<file path="src/rtl/ntt_pkg.sv">
// Shared NTT constants and types.
//   Q, LOG_Q, LOG_N : modulus, residue width, log2 transform length
//   BARRETT_K       : floor(2^(2*LOG_Q) / Q), Barrett reciprocal
//   ROOT_TBL        : [0][s] primitive 2^(s+1)-th root of unity mod Q, [1][s] its inverse
//   root_lookup     : table read that returns 1 for out-of-range stage numbers
package ntt_pkg;

    localparam int Q         = 7681;
    localparam int LOG_Q     = 13;
    localparam int LOG_N     = 5;
    localparam int BARRETT_K = (1 << (2 * LOG_Q)) / Q;

    typedef logic [LOG_Q-1:0] coeff_t;

    typedef enum logic {
        S_IDLE   = 1'b0,
        S_ACTIVE = 1'b1
    } tfu_state_t;

    // Derived from generator 17: w32 = 17^240 = 5235; each lower stage is the
    // square of the next one up, so stage 0 lands on Q-1.
    localparam coeff_t ROOT_TBL [2][LOG_N] = '{
        '{13'd7680, 13'd3383, 13'd1925, 13'd7098, 13'd5235},
        '{13'd7680, 13'd4298, 13'd1213, 13'd7154, 13'd6315}
    };

    function automatic coeff_t root_lookup(input logic inv, input logic [3:0] idx);
        coeff_t r;
        r = coeff_t'(1);
        for (int s = 0; s < LOG_N; s++) begin
            if (idx == 4'(s)) r = ROOT_TBL[inv][s];
        end
        return r;
    endfunction

endpackage

</file>
<file path="src/rtl/barrett_modmul.sv">
// Combinational modular multiply y = a*b mod Q using Barrett reduction.
//   a, b : residues in [0, Q-1]
//   y    : product residue in [0, Q-1]
// Shared with the butterfly datapath.
module barrett_modmul #(
    parameter int Q     = 7681,
    parameter int LOG_Q = 13
) (
    input  logic [LOG_Q-1:0] a,
    input  logic [LOG_Q-1:0] b,
    output logic [LOG_Q-1:0] y
);
    localparam int PW = 2 * LOG_Q;         // full product width
    localparam int KW = LOG_Q + 1;         // width of K, quotient estimate and r
    localparam int XW = PW + KW;           // p * K width
    localparam int K  = (1 << PW) / Q;

    logic [PW-1:0] p;
    logic [XW-1:0] pk;
    logic [KW-1:0] t;
    logic [PW-1:0] tq;
    logic [KW-1:0] r;

    always_comb begin
        p  = PW'(a) * PW'(b);
        pk = XW'(p) * XW'(K);
        // Quotient estimate is at most one short, so r lands in [0, 2Q).
        t  = pk[XW-1:PW];
        tq = PW'(t) * PW'(Q);
        r  = KW'(p - tq);
        y  = (r >= KW'(Q)) ? LOG_Q'(r - KW'(Q)) : LOG_Q'(r);
    end

endmodule

</file>
<file path="src/rtl/twiddle_factor_unit.sv">
// Running twiddle factor generator that follows the NTT address unit.
//   clk, rst_n      : clock, synchronous active-low reset
//   ntt_start       : start pulse, latches inverse
//   inverse         : select inverse-root table for this run
//   update_m        : new stage, omega_m := table[index], omega := 1
//   update_omega    : omega := omega * omega_m mod Q
//   index           : stage number
//   run_loop_i      : address unit loop-active; its falling edge ends the run
//   omega_o         : current twiddle, zero-extended
//   omega_valid_o   : a stage root is loaded in this run
//   busy_o          : run in progress
//   err_o           : sticky, stage index out of range was seen
module twiddle_factor_unit
    import ntt_pkg::*;
#(
    parameter int DATA_WIDTH = 32,
    parameter int LOG_N      = ntt_pkg::LOG_N,
    parameter int Q          = ntt_pkg::Q,
    parameter int LOG_Q      = ntt_pkg::LOG_Q
) (
    input  logic                  clk,
    input  logic                  rst_n,
    input  logic                  ntt_start,
    input  logic                  inverse,
    input  logic                  update_m,
    input  logic                  update_omega,
    input  logic [3:0]            index,
    input  logic                  run_loop_i,
    output logic [DATA_WIDTH-1:0] omega_o,
    output logic                  omega_valid_o,
    output logic                  busy_o,
    output logic                  err_o
);
    tfu_state_t       state;
    logic             inv_q;
    logic             run_prev;
    logic             run_fall;
    logic [LOG_Q-1:0] omega;
    logic [LOG_Q-1:0] omega_m;
    logic [LOG_Q-1:0] product;

    barrett_modmul #(.Q(Q), .LOG_Q(LOG_Q)) u_modmul (
        .a (omega),
        .b (omega_m),
        .y (product)
    );

    assign run_fall = run_prev & ~run_loop_i;

    always_ff @(posedge clk) begin
        if (!rst_n) begin
            state         <= S_IDLE;
            inv_q         <= 1'b0;
            run_prev      <= 1'b0;
            omega         <= LOG_Q'(1);
            omega_m       <= LOG_Q'(1);
            omega_valid_o <= 1'b0;
            busy_o        <= 1'b0;
            err_o         <= 1'b0;
        end else begin
            run_prev <= run_loop_i;
            case (state)
                S_IDLE: begin
                    if (ntt_start) begin
                        state         <= S_ACTIVE;
                        busy_o        <= 1'b1;
                        inv_q         <= inverse;
                        err_o         <= 1'b0;
                        omega         <= LOG_Q'(1);
                        omega_valid_o <= 1'b0;
                    end
                end
                S_ACTIVE: begin
                    if (run_fall) begin
                        state         <= S_IDLE;
                        busy_o        <= 1'b0;
                        omega         <= LOG_Q'(1);
                        omega_valid_o <= 1'b0;
                    end else if (update_m) begin
                        // Stage boundary: the new root wins over a coincident update_omega.
                        omega_m       <= LOG_Q'(root_lookup(inv_q, index));
                        omega         <= LOG_Q'(1);
                        omega_valid_o <= 1'b1;
                        if (int'(index) >= LOG_N) err_o <= 1'b1;
                    end else if (update_omega) begin
                        omega <= product;
                    end
                end
                default: state <= S_IDLE;
            endcase
        end
    end

    assign omega_o = DATA_WIDTH'(omega);

endmodule

</file>
<file path="config.mk">
export PLATFORM = sky130hd
export DESIGN_NAME = twiddle_factor_unit
export DESIGN_NICKNAME = d
export VERILOG_FILES = /design/src/rtl/ntt_pkg.sv /design/src/rtl/barrett_modmul.sv /design/src/rtl/twiddle_factor_unit.sv
export SDC_FILE = /design/constraint.sdc
export NUM_CORES = 1
export LEC_CHECK = 0
export ABC_AREA = 1
export BUFFER_PORTS_ARGS = -buffer_cell sky130_fd_sc_hd__buf_2
export CORE_ASPECT_RATIO = 0.6
export CORE_MARGIN = 2
export CORE_UTILIZATION = 40
export CTS_CLUSTER_SIZE = 12
export DETAILED_ROUTE_END_ITERATION = 8
export PLACE_DENSITY = 0.67
export SYNTH_ARGS = -nofsm -noshare
export SYNTH_HDL_FRONTEND = slang
export SYNTH_SLANG_ARGS = --single-unit
export TNS_END_PERCENT = 1
</file>
<file path="constraint.sdc">
create_clock -name clk -period 13.75 [get_ports clk]
set_clock_uncertainty 0.2 [all_clocks]
set_input_delay 2.0625 -clock clk [delete_from_list [all_inputs] [get_ports clk]]
set_output_delay 2.0625 -clock clk [all_outputs]
set_load 0.01 [all_outputs]
</file>
Word level (Yosys, flattened, before mapping) --
Cells that the tools add are included. Widths: inputs -> output; s select.
Word-level totals: register bits after elaboration 32, logic and storage cells 67
Operators by class: reduce and logical (&&, ||, !) cells 7, $add $sub $neg 2, order comparisons 3, bitwise operators 5, equal/unequal tests 11, multiply operators 3, muxes and demuxes 28
Operators by type and width (count):
- $mux 13 | 10
- $mux 65 | 2
- $mux 52 | 1
- $mul 26x9->35 const B | 1
- $mul 13x13->26 | 1
- $pmux 13 s2 | 1
- $ge 14x13->1 const B | 1
- $mul 14x13->14 const B | 1
- $sub 14x14->14 | 1
- $sub 13x13->13 const B | 1
- $mux 1 | 10
- $eq 4x2->1 const B | 2
- $pmux 1 s2 | 4
- $reduce_and 2->1 | 4
- $ne 2x2->1 const B | 3
- $eq 4x1->1 const B | 1
- $eq 4x3->1 const B | 1
- $ge 4x3->1 const B | 1
- $logic_not 4->1 | 1
- $ne 2x1->1 const B | 2
- $ne 4x3->1 const B | 1
- $reduce_and 4->1 | 1
- $ne 3x2->1 const B | 1
- $not 1->1 | 3
- 4 further kinds | 4

Longest topological paths before layout --
depth in word-level cells 10, depth in mapped cells 62, depth with buffers taken out 60

Hierarchy --
A second synthesis with hierarchy kept.
Unflattened totals: cells, all modules 1638, area total of the unflattened synthesis 11537.3 um2
By module, submodules not included:
- barrett_modmul | sequential area each 0.0 um2, cells each 1435, area an instance 10033.4 um2, times used 1
- twiddle_factor_unit | sequential area each 640.6 um2, cells each 203, area an instance 1503.9 um2, times used 1

Worst setup path before layout --
Ideal clock, no wire load.
path kind reg2reg, start point register omega[5], end point register omega[0], slack 2068 ps, stages on the path, launching flop included 58, buffers on the path 2, data arrival time 11358 ps, setup time 125 ps, path through dfxtp_1 -> clkbuf_1 -> nand2_1 -> inv_1 -> fa_1 -> inv_1 -> fa_1 -> inv_1 -> fa_1 -> inv_1 -> fa_1 -> fa_1 -> inv_1 -> ha_1 -> nand2_1 -> inv_1 -> nand4_1 -> nand3_1 -> [22 not listed] -> inv_1 -> ha_1 -> fa_1 -> ha_1 -> fa_1 -> inv_1 -> ha_1 -> nand2_1 -> nor2_1 -> a211oi_1 -> nand2_1 -> xor2_1 -> nand3_1 -> nand2_1 -> nand3_4 -> buf_4 -> o21ai_0 -> nand3_1
Between the ends: longest elaborated chain between the ends 10, elaborated cells on any way between the ends 11
Ends and longest elaborated chain:
- start: declaration | RTL line twiddle_factor_unit.sv:38 | logic [LOG_Q-1:0] omega;
- start signal: assignment | RTL line twiddle_factor_unit.sv:86 | omega <= product;
- $mul 13x13->26 (*) | RTL line barrett_modmul.sv:25 | p = PW'(a) * PW'(b);
- $mul 26x9->35 | RTL line barrett_modmul.sv:26 | pk = XW'(p) * XW'(K);
- $mul 14x13->14 | RTL line barrett_modmul.sv:29 | tq = PW'(t) * PW'(Q);
- $sub 14x14->14 (*) | RTL line barrett_modmul.sv:30 | r = KW'(p - tq);
- $sub 13x13->13 / $ge 14x13->1 (equally long branches) | RTL line barrett_modmul.sv:31 | y = (r >= KW'(Q)) ? LOG_Q'(r - KW'(Q)) : LOG_Q'(r);
- $mux 13 (*) | RTL line barrett_modmul.sv:31
- $mux 13 (*) | RTL line twiddle_factor_unit.sv:85 | end else if (update_omega) begin
- $mux 13 (*) | RTL line twiddle_factor_unit.sv:79 | end else if (update_m) begin
- $mux 13 (*) | RTL line twiddle_factor_unit.sv:74 | if (run_fall) begin
- $pmux 13 s2 (*) | RTL line twiddle_factor_unit.sv:62 | case (state)
Every way passes the cells marked *; elsewhere a longest branch is shown, timed or not. The select of a mux whose other input is x is not followed. A chain may end at the register's enable or synchronous reset.

Worst setup path in the final report --
start point register omega[7], end point register omega[11]
Same word-level chain as after synthesis.

==> metrics.txt <==
outcome=finished clean; Die Area=a little under 0.03 mm²; Crit path max-delay family=adder cells; Worst Path Buf+Inv=8; clk slew on worst S/H paths=around 0.050 ns; Setup Fix Bufs, Post-CTS=0; async set or reset register ratio after synthesis=0%; Post-synth EDFFs=0; hpwl dp=between 20,000 and 25,000 µm; CP required=between 10 and 15 ns; CTS Buf Count=5; final setup margin=about 0.75 ns; DR vias=approximately 9,400; # fillers=between 2,000 and 3,000; YS warnings=0; Initial Util=about 40%; post-synthesis mux area share=0%; Max Cap Viol=0; vias in the first global route=between 9,000 and 10,000; Hold Crit Class=reg2reg; drt initial violations=837; placed cell count=1,881; Post-Syn Area per Cell=roughly 7.3 µm²; Synth Area in Simple Gates=between 10% and 20%; largest family of logic cells by synthesized area=adder cells; Final Hold Slack=roughly 0.28 ns; fin nets=around 1,900; initial antenna violation count=0; setup violators final=0; sequential share of the synthesized area=a little under 6%; io pins=46; first-pass GRT wire length=about 47,000 µm; Synth Area in Adders=about 47%; PortBufs=26; slowest CP cell=dfxtp_1; critical path class=reg2reg; clk sink count=32; layout cells sized above 1=under 10%; Vias per Instance=between 4 and 5; Ant. Diodes=0; maximum vdd drop=about 0.086 mV; GR Overflow Total=0; Rows=47; H-tree depth=2; Setup WS pre-CTS=0.739 ns; Routed Antenna Nets=0; Final min period=roughly 13 ns; CP Capture Type=register; Post-Syn Area=~0.011 mm²; Cell Count, Final, Fillers Out=approximately 1,900; CTS Root Cell=clkbuf_16; WL/cell=approximately 15 µm; final hold violation count=0; die width=roughly 220 µm; Largest stage delay, worst path=about 0.8 ns; worst skew pair latency=~0.28 ns; Area Overhead vs Synth=5.52%; setup TNS=0 ns; Die Ht=133 µm; DRC=0; XOR/XNOR share of the synthesized area=3.96%; Placeable Area=0.0273 mm²; CTS tree=done; Tcrit/Tclk final=94.5%; post-synthesis cell type count=45; FMAX=approximately 0.077 GHz; Leak=between 7 and 8 nW; crit-path max FO=25; Worst-Margin Slew=between 0.9 and 1 ns; Compound-Gate Fraction of Synth Area=7.46%; DR pass1 iterations=6; Worst Path Arrival=roughly 13 ns; top_reg_cell synth=dfxtp_1; final slew viol count=0; Power Dens Cells=57.2 mW/mm²; Synth Register Bits=32; relative slew slack=between 30% and 40%; Post-Route WL=28,700 µm; final RePlAce weighted congestion=roughly 0.89; Max Root-Sink Buffers=2; GRT Util Overall=around a fifth; Post-Synthesis Cells=approximately 1,500; RSZ-0062 raised after global routing=false; largest net degree at the start of global routing=26; Worst Setup Start Kind=register
## layer usage
layer  global-route usage (%)  vias up  wire [µm]  part of all wire, %
li1                         -     4573          -                    -
met1                     32.8     4421      14800                   52
met5                        0        -          0                    0
met4                     1.63        0        167                 0.58
met3                     6.09       27       3010                   10
met2                     26.8      383      10700                   37
## layout make-up
cell class | count | area, µm² | share of cell area [%]
clock buffer | 6 | 129 | 1.11
clock inverter | 2 | 35.0 | 0.301
inverter | 394 | 1480 | 12.7
multi-input combinational | 1054 | 8720 | 74.8
sequential | 32 | 641 | 5.50
tap | 367 | 459 | 3.94
timing repair buffer | 34 | 190 | 1.63
## sequential cells by signal, summed over array words and instances, names as in the netlist
| name | count |
|---|---|
| omega_valid_o | 1 |
| omega_m | 13 |
| busy_o | 1 |
| run_prev | 1 |
| omega | 13 |
| inv_q | 1 |
| state | 1 |
| err_o | 1 |
## synthesized netlist by cell type (16+ instances only)
master | count | share of area [%]
nand3_1 | 67 | 3.0
clkbuf_1 | 32 | 1.1
nor2_1 | 44 | 1.5
nand2_1 | 352 | 12
inv_1 | 390 | 13
buf_4 | 20 | 1.4
a21oi_1 | 86 | 3.9
o21ai_0 | 30 | 1.4
xor2_1 | 32 | 2.5
ha_1 | 188 | 21
fa_1 | 144 | 26
dfxtp_1 | 32 | 5.8
xnor2_1 | 16 | 1.3
## worst paths after layout
path,startpoint,endpoint,slack [ns],cells past startpoint
setup / recovery,omega[7],omega[11],0.75,50
hold / removal,omega_valid_o,omega_valid_o,0.28,2
setup reg to reg,omega[7],omega[11],0.75,50
hold reg to reg,omega_valid_o,omega_valid_o,0.28,2
## through the flow
step	cell area, µm²	total power [mW]	util, %
after global placement	11500	0.524	41.9
after detailed placement	11500	0.533	41.9
after CTS	11600	0.662	42.5
final	11600	0.667	42.6
after global routing	11600	0.731	42.6
after floorplan	11100	0.460	-
## cells by family after synthesis
family	Yosys count
compound gates	149
fa+ha+maj	332
simple gates	505
other cells	1
flops	32
xor+xnor	49
buf+inv	448
## power by group
part / switching (mW) / internal [mW]
clock network: 0.0406 / 0.0851
registers: 0.0157 / 0.0973
logic: 0.285 / 0.143
## worst register-to-register path: cells and delay by family (launching register included)
family / cells / cell delay (ns)
flops: 1 / 0.81
compound gates: 6 / 1.16
xor+xnor: 3 / 0.74
simple gates: 17 / 2.05
buf+inv: 8 / 0.45
fa+ha+maj: 16 / 7.44
## cells in the final DEF, fill, tap and decap left out, types with 4 or more instances in the layout
cell,n
a31oi_1,4
nor3_1,9
nand2_1,352
buf_2,26
buf_4,8
nand3_2,4
a21oi_1,86
fa_1,144
ha_1,188
clkbuf_16,5
nor2_1,44
nand4_1,8
nand2_2,7
xnor2_1,15
a21o_1,11
inv_1,390
o21ai_0,30
dfxtp_1,32
nand3_1,67
conb_1,19
xor2_1,31
## repair_timing
action / 4_1_cts / 5_1_grt
setup endpoints to repair: 0 / 13
resized for setup: 0 / 2
hold buffers: 0 / 0
No activity file was read; power rests on OpenSTA's default activity.
